[src/rtl/id_queue_decoder_pkg.sv]
// Shared MIPS32 decode constants for the HeliumCPUv2 decode stage: opcodes,
// funct codes, instruction-type codes and opcode-class helpers.
package id_queue_decoder_pkg;

    typedef enum logic [1:0] {
        R_TYPE = 2'd0,
        I_TYPE = 2'd1,
        J_TYPE = 2'd2
    } inst_type_e;

    localparam logic [5:0] OP_SPECIAL = 6'h00, OP_REGIMM = 6'h01, OP_J     = 6'h02;
    localparam logic [5:0] OP_JAL     = 6'h03, OP_BEQ    = 6'h04, OP_BNE   = 6'h05;
    localparam logic [5:0] OP_BLEZ    = 6'h06, OP_BGTZ   = 6'h07, OP_ADDI  = 6'h08;
    localparam logic [5:0] OP_ADDIU   = 6'h09, OP_SLTI   = 6'h0a, OP_SLTIU = 6'h0b;
    localparam logic [5:0] OP_ANDI    = 6'h0c, OP_ORI    = 6'h0d, OP_XORI  = 6'h0e;
    localparam logic [5:0] OP_LUI     = 6'h0f, OP_LB     = 6'h20, OP_LH    = 6'h21;
    localparam logic [5:0] OP_LW      = 6'h23, OP_LBU    = 6'h24, OP_LHU   = 6'h25;
    localparam logic [5:0] OP_SB      = 6'h28, OP_SH     = 6'h29, OP_SW    = 6'h2b;

    localparam logic [5:0] FN_SLL = 6'h00, FN_SRL = 6'h02, FN_SRA = 6'h03, FN_JR = 6'h08;

    function automatic logic is_load_op(input logic [5:0] op);
        return op inside {OP_LB, OP_LH, OP_LW, OP_LBU, OP_LHU};
    endfunction

    function automatic logic is_store_op(input logic [5:0] op);
        return op inside {OP_SB, OP_SH, OP_SW};
    endfunction

    // ALU-immediate ops whose immediate is sign-extended
    function automatic logic is_arith_imm_op(input logic [5:0] op);
        return op inside {OP_ADDI, OP_ADDIU, OP_SLTI, OP_SLTIU};
    endfunction

    function automatic logic is_logic_imm_op(input logic [5:0] op);
        return op inside {OP_ANDI, OP_ORI, OP_XORI};
    endfunction

    function automatic logic is_branch_op(input logic [5:0] op);
        return op inside {OP_BEQ, OP_BNE, OP_BLEZ, OP_BGTZ, OP_REGIMM};
    endfunction

endpackage

[src/rtl/inst_field_decode.sv]
// Combinational MIPS32 field decoder: raw fields, type, extended immediate,
// write destination and the register-read flags used for load-use detection.
module inst_field_decode
    import id_queue_decoder_pkg::*;
#(
    parameter int W          = 32,
    parameter int REG_ADDR_W = 5
) (
    input  logic [W-1:0]          inst,
    input  logic [W-1:0]          pc,
    output logic [5:0]            op_code,
    output logic [5:0]            funct,
    output logic [REG_ADDR_W-1:0] rs,
    output logic [REG_ADDR_W-1:0] rt,
    output logic [REG_ADDR_W-1:0] rd,
    output logic [4:0]            shamt,
    output logic [1:0]            inst_type,
    output logic [W-1:0]          imm,
    output logic [REG_ADDR_W-1:0] reg_write_addr,
    output logic                  is_load,
    output logic                  reads_rs,
    output logic                  reads_rt
);

    logic [W-1:0] pc_plus4;
    logic         unused_pc_low;

    assign pc_plus4      = pc + W'(4);
    assign unused_pc_low = ^pc_plus4[W-5:0];

    // NOTE: every output is given a default first so no path through this block infers a latch.
    always_comb begin
        op_code        = inst[31:26];
        funct          = inst[5:0];
        rs             = REG_ADDR_W'(inst[25:21]);
        rt             = REG_ADDR_W'(inst[20:16]);
        rd             = REG_ADDR_W'(inst[15:11]);
        shamt          = inst[10:6];
        inst_type      = I_TYPE;
        imm            = '0;
        reg_write_addr = '0;
        is_load        = is_load_op(op_code);
        reads_rs       = !(op_code inside {OP_J, OP_JAL, OP_LUI});
        reads_rt       = (op_code == OP_SPECIAL) || is_store_op(op_code) ||
                         (op_code inside {OP_BEQ, OP_BNE});

        if (op_code == OP_SPECIAL) begin
            inst_type      = R_TYPE;
            imm            = (funct inside {FN_SLL, FN_SRL, FN_SRA}) ? W'(shamt) : '0;
            reg_write_addr = (funct == FN_JR) ? '0 : rd;
        end else if (op_code inside {OP_J, OP_JAL}) begin
            inst_type      = J_TYPE;
            imm            = W'({pc_plus4[W-1:W-4], inst[25:0], 2'b00});
            reg_write_addr = (op_code == OP_JAL) ? REG_ADDR_W'(31) : '0;
        end else if (is_load_op(op_code) || is_arith_imm_op(op_code)) begin
            imm            = {{(W-16){inst[15]}}, inst[15:0]};
            reg_write_addr = rt;
        end else if (is_store_op(op_code)) begin
            imm            = {{(W-16){inst[15]}}, inst[15:0]};
        end else if (is_logic_imm_op(op_code)) begin
            imm            = W'(inst[15:0]);
            reg_write_addr = rt;
        end else if (op_code == OP_LUI) begin
            imm            = W'({inst[15:0], 16'h0000});
            reg_write_addr = rt;
        end else if (is_branch_op(op_code)) begin
            imm            = {{(W-18){inst[15]}}, inst[15:0], 2'b00};
        end
    end

endmodule

[src/rtl/id_queue_decoder.sv]
// Two-entry (output + skid) decode stage with valid/ready on both sides and
// hardware load-use bubble insertion.
module id_queue_decoder
    import id_queue_decoder_pkg::*;
#(
    parameter int W          = 32,
    parameter int REG_ADDR_W = 5,
    parameter int LU_DETECT  = 1,
    parameter int CNT_W      = 16
) (
    input  logic                  clk,
    input  logic                  rst,
    input  logic                  flush,
    input  logic                  in_valid,
    output logic                  in_ready,
    input  logic [W-1:0]          inst,
    input  logic [W-1:0]          pc,
    output logic                  out_valid,
    input  logic                  out_ready,
    output logic [5:0]            op_code,
    output logic [5:0]            funct,
    output logic [REG_ADDR_W-1:0] rs,
    output logic [REG_ADDR_W-1:0] rt,
    output logic [REG_ADDR_W-1:0] rd,
    output logic [4:0]            shamt,
    output logic [1:0]            inst_type,
    output logic [W-1:0]          imm,
    output logic [REG_ADDR_W-1:0] reg_write_addr,
    output logic [W-1:0]          pc_out,
    output logic [CNT_W-1:0]      lu_bubbles
);

    typedef struct packed {
        logic [5:0]            op_code;
        logic [5:0]            funct;
        logic [REG_ADDR_W-1:0] rs;
        logic [REG_ADDR_W-1:0] rt;
        logic [REG_ADDR_W-1:0] rd;
        logic [4:0]            shamt;
        logic [1:0]            inst_type;
        logic [W-1:0]          imm;
        logic [REG_ADDR_W-1:0] reg_write_addr;
        logic [W-1:0]          pc;
        logic                  is_load;
        logic                  reads_rs;
        logic                  reads_rt;
    } dec_t;

    wire dec_t in_dec;
    wire dec_t sk_dec;
    dec_t      src_dec, out_q;

    logic                  out_v, skid_v, hold;
    logic [REG_ADDR_W-1:0] lu_rt, lu_rt_next;
    logic [W-1:0]          skid_inst, skid_pc;
    logic                  take_in, xfer_out, load_out, to_skid;
    logic                  out_v_next, skid_v_next, hold_next, dep;
    logic                  unused_out_reads;

    inst_field_decode #(.W(W), .REG_ADDR_W(REG_ADDR_W)) u_dec_in (
        .inst(inst), .pc(pc),
        .op_code(in_dec.op_code), .funct(in_dec.funct), .rs(in_dec.rs), .rt(in_dec.rt),
        .rd(in_dec.rd), .shamt(in_dec.shamt), .inst_type(in_dec.inst_type), .imm(in_dec.imm),
        .reg_write_addr(in_dec.reg_write_addr), .is_load(in_dec.is_load),
        .reads_rs(in_dec.reads_rs), .reads_rt(in_dec.reads_rt)
    );
    assign in_dec.pc = pc;

    inst_field_decode #(.W(W), .REG_ADDR_W(REG_ADDR_W)) u_dec_skid (
        .inst(skid_inst), .pc(skid_pc),
        .op_code(sk_dec.op_code), .funct(sk_dec.funct), .rs(sk_dec.rs), .rt(sk_dec.rt),
        .rd(sk_dec.rd), .shamt(sk_dec.shamt), .inst_type(sk_dec.inst_type), .imm(sk_dec.imm),
        .reg_write_addr(sk_dec.reg_write_addr), .is_load(sk_dec.is_load),
        .reads_rs(sk_dec.reads_rs), .reads_rt(sk_dec.reads_rt)
    );
    assign sk_dec.pc = skid_pc;

    always_comb begin
        take_in     = in_valid && in_ready;
        xfer_out    = out_valid && out_ready;
        load_out    = skid_v ? xfer_out : (take_in && (!out_v || xfer_out));
        to_skid     = take_in && out_v && !xfer_out;
        skid_v_next = skid_v ? !xfer_out : to_skid;
        out_v_next  = load_out || (out_v && !xfer_out);
        src_dec     = skid_v ? sk_dec : in_dec;
        // The entry entering out is compared against the load leaving at this same edge.
        lu_rt_next  = lu_rt;
        if (xfer_out)
            lu_rt_next = (out_q.is_load && out_q.rt != '0) ? out_q.rt : '0;
        dep         = (LU_DETECT != 0) && (lu_rt_next != '0) &&
                      ((src_dec.reads_rs && src_dec.rs == lu_rt_next) ||
                       (src_dec.reads_rt && src_dec.rt == lu_rt_next));
        hold_next   = load_out && dep;
    end

    // NOTE: state updates use non-blocking assignments; the payload registers are reset too
    // because out_q drives visible outputs that must read zero after reset.
    always_ff @(posedge clk) begin
        if (rst) begin
            out_v      <= 1'b0;
            skid_v     <= 1'b0;
            hold       <= 1'b0;
            lu_rt      <= '0;
            out_q      <= '0;
            skid_inst  <= '0;
            skid_pc    <= '0;
            in_ready   <= 1'b1;
            out_valid  <= 1'b0;
            lu_bubbles <= '0;
        end else if (flush) begin
            out_v     <= 1'b0;
            skid_v    <= 1'b0;
            hold      <= 1'b0;
            lu_rt     <= '0;
            in_ready  <= 1'b1;
            out_valid <= 1'b0;
        end else begin
            if (load_out)
                out_q <= src_dec;
            if (to_skid) begin
                skid_inst <= inst;
                skid_pc   <= pc;
            end
            if (hold && lu_bubbles != '1)
                lu_bubbles <= lu_bubbles + CNT_W'(1);
            out_v     <= out_v_next;
            skid_v    <= skid_v_next;
            hold      <= hold_next;
            lu_rt     <= lu_rt_next;
            in_ready  <= !skid_v_next;
            out_valid <= out_v_next && !hold_next;
        end
    end

    assign op_code          = out_q.op_code;
    assign funct            = out_q.funct;
    assign rs               = out_q.rs;
    assign rt               = out_q.rt;
    assign rd               = out_q.rd;
    assign shamt            = out_q.shamt;
    assign inst_type        = out_q.inst_type;
    assign imm              = out_q.imm;
    assign reg_write_addr   = out_q.reg_write_addr;
    assign pc_out           = out_q.pc;
    assign unused_out_reads = out_q.reads_rs ^ out_q.reads_rt;

endmodule

[config.mk]
export PLATFORM = sky130hd
export DESIGN_NAME = id_queue_decoder
export DESIGN_NICKNAME = d
export VERILOG_FILES = /design/src/rtl/id_queue_decoder_pkg.sv /design/src/rtl/inst_field_decode.sv /design/src/rtl/id_queue_decoder.sv
export SDC_FILE = /design/constraint.sdc
export NUM_CORES = 1
export LEC_CHECK = 0
export CORE_ASPECT_RATIO = 0.7
export CORE_MARGIN = 2
export CORE_UTILIZATION = 25
export CTS_BUF_LIST = sky130_fd_sc_hd__clkbuf_4
export DETAILED_ROUTE_END_ITERATION = 8
export GPL_TIMING_DRIVEN = 0
export SETUP_SLACK_MARGIN = 0.15
export SYNTH_ARGS = -nofsm -noshare
export SYNTH_HDL_FRONTEND = slang
export SYNTH_SLANG_ARGS = --single-unit
export TNS_END_PERCENT = 100
[constraint.sdc]
create_clock -name clk -period 1.9 [get_ports clk]
set_input_delay 0.285 -clock clk [delete_from_list [all_inputs] [get_ports clk]]
set_output_delay 0.285 -clock clk [all_outputs]
set_load 0.02 [all_outputs]
==> results of run 1 <==
[state kept, by name (all words and copies together) (netlist names), 6 cells and up]
| register | cells |
|---|---|
| skid_pc | 32 |
| imm | 32 |
| pc_out | 32 |
| op_code | 6 |
| funct | 6 |
| skid_inst | 32 |
| lu_bubbles | 16 |
[power by group]
group | internal, mW | total, mW | leakage (nW) | switching, mW
clock network | 0.720 | 2.45 | 0.160 | 1.73
logic | 1.04 | 2.29 | 4.20 | 1.25
registers | 4.26 | 4.40 | 1.63 | 0.141
total | 6.02 | 9.15 | 5.99 | 3.12
[path summary, 6_finish.rpt]
kind	from	endpoint	slack (ns)	cells past startpoint
min reg2reg	imm[1]$_SDFFE_PP0P_	imm[1]$_SDFFE_PP0P_	0.47	2
min	inst[31]	skid_inst[31]$_SDFFE_PP0P_	0.11	4
max reg2reg	skid_inst[26]$_SDFFE_PP0P_	imm[0]$_SDFFE_PP0P_	-0.12	8
max	skid_inst[26]$_SDFFE_PP0P_	imm[0]$_SDFFE_PP0P_	-0.12	8
[tightest hold or removal path, cell delays in order]
cell	delay (ns)
buf_8	0.12
buf_2	0.20
nand2_1	0.08
a21oi_1	0.06
[cell usage after synthesis, types with 13 or more instances]
cell      number
a211oi_1      74
a21o_1        13
a21oi_1      114
a221o_1       18
a221oi_1      13
a22oi_1       23
a311oi_1      16
buf_2         23
buf_4        108
clkbuf_1      72
dfxtp_1      194
mux2i_1       63
nand2_1      198
nand3_1       16
nand4_1       22
nor2_1       157
nor3_1        36
o21ai_0       23
xnor2_1       13
xor2_1        22
[layout make-up]
type                    instances  area share (%)
clock inverters                15            1.02
plain buffers                 209            11.1
flip-flops and latches        194            24.8
multi-input cells             950            41.5
clock buffers                  17           0.780
repair buffers                280            16.5
well taps                     552            4.22
inverters                       5           0.115
diodes                          5          0.0764
[logic make-up (layout without fill, tap and decap cells)]
logic type	count (synthesis)	count (layout)
simple gates	501	501
compound gates	348	348
buf+inv	216	526
flops	194	194
mux	65	65
xor+xnor	35	35
fa+ha+maj	1	1
other cells	0	5
[timing repair]
item	4_1_cts	5_1_grt
hold endpoints to repair	2	0
cloned	7	8
setup buffers	46	32
setup endpoints to repair	300	254
pin swaps	71	86
hold buffers	1	0
resized for setup	678	304
[per-layer routing]
layer  up-vias  share of wire, %  global-route usage (%)  routed length [µm]
met5         -             0.027                       0                  13
met4         2               2.3                    5.28                1150
met3        82               9.9                    6.27                4830
met2       552                42                    30.5               20700
met1      5614                46                    29.3               22300
li1       5377                 -                       -                   -
[per-stage QoR]
stage | instances | TNS (ns) | worst slack, ns | hold WS (ns)
6_report | 2227 | -2.08 | -0.125 | 0.107
3_3_place_gp | 2098 | -206.95 | -1.67 | 0.446
5_1_grt | 2226 | -3.80 | -0.167 | 0.0801
3_5_place_dp | 2098 | -220.85 | -1.78 | 0.447
2_1_floorplan | 1360 | 0 | 0.0339 | 0.421
4_1_cts | 2182 | -2.30 | -0.142 | 0.0486
==> out/summary.txt, run 1 <==
Run status -> finished, violations left
Failing checks -> setup timing
Share of cells above drive strength 1 -> 42.3%
Largest family of logic cells by synthesized area -> compound AO/OA/AOI/OAI gates
Synth top area cells -> dfxtp_1 36%, buf_4 7.5%, nand2_1 6.8%
Slew Limit Fails -> 0
Via Count -> 11.6k
Worst skew pair latency -> 0.69 ns
Xor/xnor share of the synthesized area -> 2.82%
Clock Sinks -> 194
Clock-pin slew on the worst setup and hold paths -> 0.18 ns
Net count after synthesis -> 1430
WS Path Type -> reg2reg
CP bufs+invs -> 3
Fill cells -> 4352
Syn Std Cell Area -> 10900 µm²
Synth Area in Adders -> 0.115%
Routability cong. -> 0.927
Asr flop ratio synth -> 0%
Synth Warn # -> 0
Netlist cell types -> 74
TritonCTS clock tree -> done
Grt ovf -> 0
Die width -> 253 µm
Area Growth Syn to Fin -> 50.8%
Post-synthesis compound-gate area fraction -> 22.6%
Avg Vias per Cell -> 5.22
Crit path max-delay family -> compound AO/OA/AOI/OAI gates
Gr usage total -> 20.7%
Sequential element share of the synthesized area -> 35.8%
Yosys top cell area share -> 35.8%
CTS Root Cell -> clkbuf_4
Final Net Count -> 1727
Multiplexer area fraction after synthesis -> 6.05%
# setup viols final -> 35
Multi-input logic area -> 6790 µm²
Starting DRT DRC Count -> 1124
# DRC -> 0
Full die area -> 45100 µm²
Skew final -> 0.0326 ns
Final Hold Fails -> 0
Initial Utilization -> 25.5%
Achievable Freq -> 0.494 GHz
Most frequent cells in the layout -> 194 x nand2_1, 168 x buf_4, 150 x nor2_1
Die Span Y -> 178 µm
First-pass GRT wire length -> 69200 µm
Post-synth EDFFs -> 0
Synth area leader -> dfxtp_1
Maxcap violations -> 0
Drt wl/cell -> 22.0 µm
Simple-gate share of the synthesized area -> 21.1%
Row count -> 63
DRT Pass-1 Iters -> 7
Total routed wirelength -> 49000 µm
Pwr dens -> 559 nW/µm²
Final worst slack -> -0.125 ns
CTS Buf Count -> 17
Fin crit share -> 107%
Placed instance area -> 13500 µm²
Most common cell after layout, fill and taps aside -> nand2_1
Post-DP HPWL -> 34900 µm
Critical path's slowest cell -> a221o_1
Crit Path Max Fanout -> 6
Port bufs -> 186
Slew @ Worst Pin -> 1.00 ns
Flops & latches, synth -> 194
Max Root-Sink Buffers -> 2
Avg Cell Area, Syn -> 7.98 µm²
CTS H-tree depth -> 4
Sequential Area -> 4060 µm²
# IOs -> 190
Type of the tightest min-delay check -> in2reg
P_leak -> 5.99 nW
Crit-path cells -> buf_8, mux2_4, a2111oi_4, buf_6, buf_6, a21oi_2, a221o_1, a21oi_2
DRT antenna net count -> 0
Vias in the first global route -> 10.9k
Worst Path Arrival -> 2.65 ns
Initial antenna violation count -> 5
Crit end category -> flip-flop
Final core occ -> 38.5%
Slew HR -> 33.0%
Required time worst endpoint -> 2.53 ns
Pin count of the biggest net entering global routing -> 20
Gate Count Post-Synth -> 1360
Final Power -> 9.15 mW
Post-layout minimum cycle time -> 2.02 ns
CORE AREA -> 42600 µm²
RSZ-0062 raised after global routing -> yes
Final Instance Area -> 16400 µm²
Ys flop type -> dfxtp_1
VDD IR max -> 0.000367 V
Setup crit start kind -> flip-flop
Critical Path Max Stage Delay -> 0.41 ns
(Power assumes the default switching activity.)
==> run 2: changes to the inputs <==
DONT_BUFFER_PORTS = 1   (was not set)
==> out/summary.txt, run 2 (synthesis gave the netlist of run 1 again) <==
TritonCTS clock tree -> done
Placed instance area -> 11600 µm²
CORE AREA -> 42600 µm²
Worst Path Arrival -> 2.72 ns
Slew HR -> 31.9%
Post-layout minimum cycle time -> 2.11 ns
Max Root-Sink Buffers -> 2
Initial antenna violation count -> 5
DRT antenna net count -> 0
Port bufs -> 0
Critical path's slowest cell -> dfxtp_4
Die width -> 253 µm
Fin crit share -> 111%
Grt ovf -> 0
Slew @ Worst Pin -> 1.02 ns
CTS H-tree depth -> 4
Reg2Reg Depth -> 8
Type of the tightest min-delay check -> in2reg
Critical Path Max Stage Delay -> 0.41 ns
Crit Path Max Fanout -> 6
Worst reg-to-reg setup slack -> -0.21 ns
Clock-pin slew on the worst setup and hold paths -> 0.19 ns
Die Span Y -> 178 µm
Skew final -> 0.0289 ns
Pin count of the biggest net entering global routing -> 21
Final Net Count -> 1591
Slew Limit Fails -> 0
Full die area -> 45100 µm²
Starting DRT DRC Count -> 1389
Area Growth Syn to Fin -> 41.6%
P_leak -> 5.34 nW
Failing checks -> setup timing
Final Instance Area -> 15400 µm²
Worst skew pair latency -> 0.70 ns
CTS Root Cell -> clkbuf_4
Maxcap violations -> 0
RSZ-0062 raised after global routing -> yes
Reg-to-reg startpoint -> skid_inst[29]$_SDFFE_PP0P_
Setup crit start kind -> flip-flop
# IOs -> 190
Crit-path cells -> buf_8, nor3_4, nand3b_1, buf_4, nor2_4, clkbuf_16, a221oi_4, a311oi_1
Clock Sinks -> 194
WS Path Type -> reg2reg
Row count -> 63
Final Hold Fails -> 0
Sequential Area -> 3950 µm²
Multi-input logic area -> 7090 µm²
Share of cells above drive strength 1 -> 34.9%
Achievable Freq -> 0.473 GHz
Pwr dens -> 588 nW/µm²
Drt wl/cell -> 24.0 µm
Avg Vias per Cell -> 5.47
Vias in the first global route -> 10.4k
Worst r2r dst -> imm[27]$_SDFFE_PP0P_
Post-DP HPWL -> 34200 µm
First-pass GRT wire length -> 68900 µm
M2 GR Usage -> 29.8%
# DRC -> 0
CTS Buf Count -> 17
Hold Crit Start -> inst[13]
Routability cong. -> 0.965
Setup Slack @ Placement -> -1.32 ns
GR peak layer -> met2
Worst hold path depth -> 3
Worst hold slack -> 0.0346 ns
Crit end category -> flip-flop
WHS Endpoint -> imm[15]$_SDFFE_PP0P_
Grt met3 use -> 6.68%
Initial Utilization -> 25.5%
Gr usage total -> 20.8%
Required time worst endpoint -> 2.51 ns
Met1 usage -> 29.3%
Most common cell after layout, fill and taps aside -> nand2_1
Final worst slack -> -0.214 ns
VDD IR max -> 0.000327 V
Via Count -> 11.4k
Fill cells -> 4324
Total routed wirelength -> 50200 µm
Most frequent cells in the layout -> 193 x nand2_1, 162 x dfxtp_1, 154 x buf_4
DRT Pass-1 Iters -> 5
Run status -> finished, violations left
# setup viols final -> 39
## run 2: layout make-up
class                      instances  share of cell area (%)
timing repair buffer             143                    9.93
clock buffer                      18                   0.879
sequential                       194                    25.7
clock inverter                    14                    1.08
antenna                            4                  0.0651
inverter                           5                   0.122
buffer                           210                    11.6
multi-input combinational        950                    46.1
tap                              552                    4.49
## run 2: where the power goes
part,switching [mW],internal [mW],total [mW]
combinational,1.26,0.951,2.21
sequential,0.173,4.24,4.42
clock,1.78,0.627,2.40
total,3.21,5.82,9.03
## run 2: through the flow
stage	power [mW]	cells	setup TNS, ns	util, %
2_1_floorplan	5.56	1360	0	-
3_3_place_gp	5.95	1912	-126.80	27.3
3_5_place_dp	5.96	1912	-136.70	27.3
4_1_cts	8.70	2063	-2.10	33.1
5_1_grt	9.40	2089	-7.56	36.1
6_report	9.03	2090	-5.54	36.1
## run 2: repair_timing
| action | 4_1_cts | 5_1_grt |
|---|---|---|
| setup endpoints to repair | 188 | 176 |
| setup buffers | 51 | 12 |
| gates cloned | 3 | 7 |
| hold endpoints to repair | 151 | 4 |
| hold buffers | 66 | 4 |
| pin swaps | 47 | 94 |
| resized for setup | 261 | 265 |
## run 2: worst max-delay path, delay by kind of cell, from the launching register on
family | cells | cell delay, ns
and+or+nand+nor | 3 | 0.68
DFF | 1 | 0.41
AOI/OAI and AO/OA | 2 | 0.37
buffers and inverters | 3 | 0.58
## run 2: how the worst max path moves through the flow
stage / from / end / cells past startpoint
after global placement: out_valid$_SDFF_PP0_ / reg_write_addr[4]$_SDFFE_PP0P_ / 6
final: skid_inst[29]$_SDFFE_PP0P_ / imm[27]$_SDFFE_PP0P_ / 8
after floorplan: skid_inst[30]$_SDFFE_PP0P_ / imm[31]$_SDFFE_PP0P_ / 6
after global routing: skid_inst[29]$_SDFFE_PP0P_ / imm[4]$_SDFFE_PP0P_ / 9
after detailed placement: out_valid$_SDFF_PP0_ / rt[4]$_SDFFE_PP0P_ / 6
after CTS: skid_inst[26]$_SDFFE_PP0P_ / imm[12]$_SDFFE_PP0P_ / 8
## run 2: routing by layer
layer  up-vias  routed length, µm
li1       5124                  -
met4         2               1260
met3        93               5630
met5         -                 54
met1      5530              22100
met2       673              21100
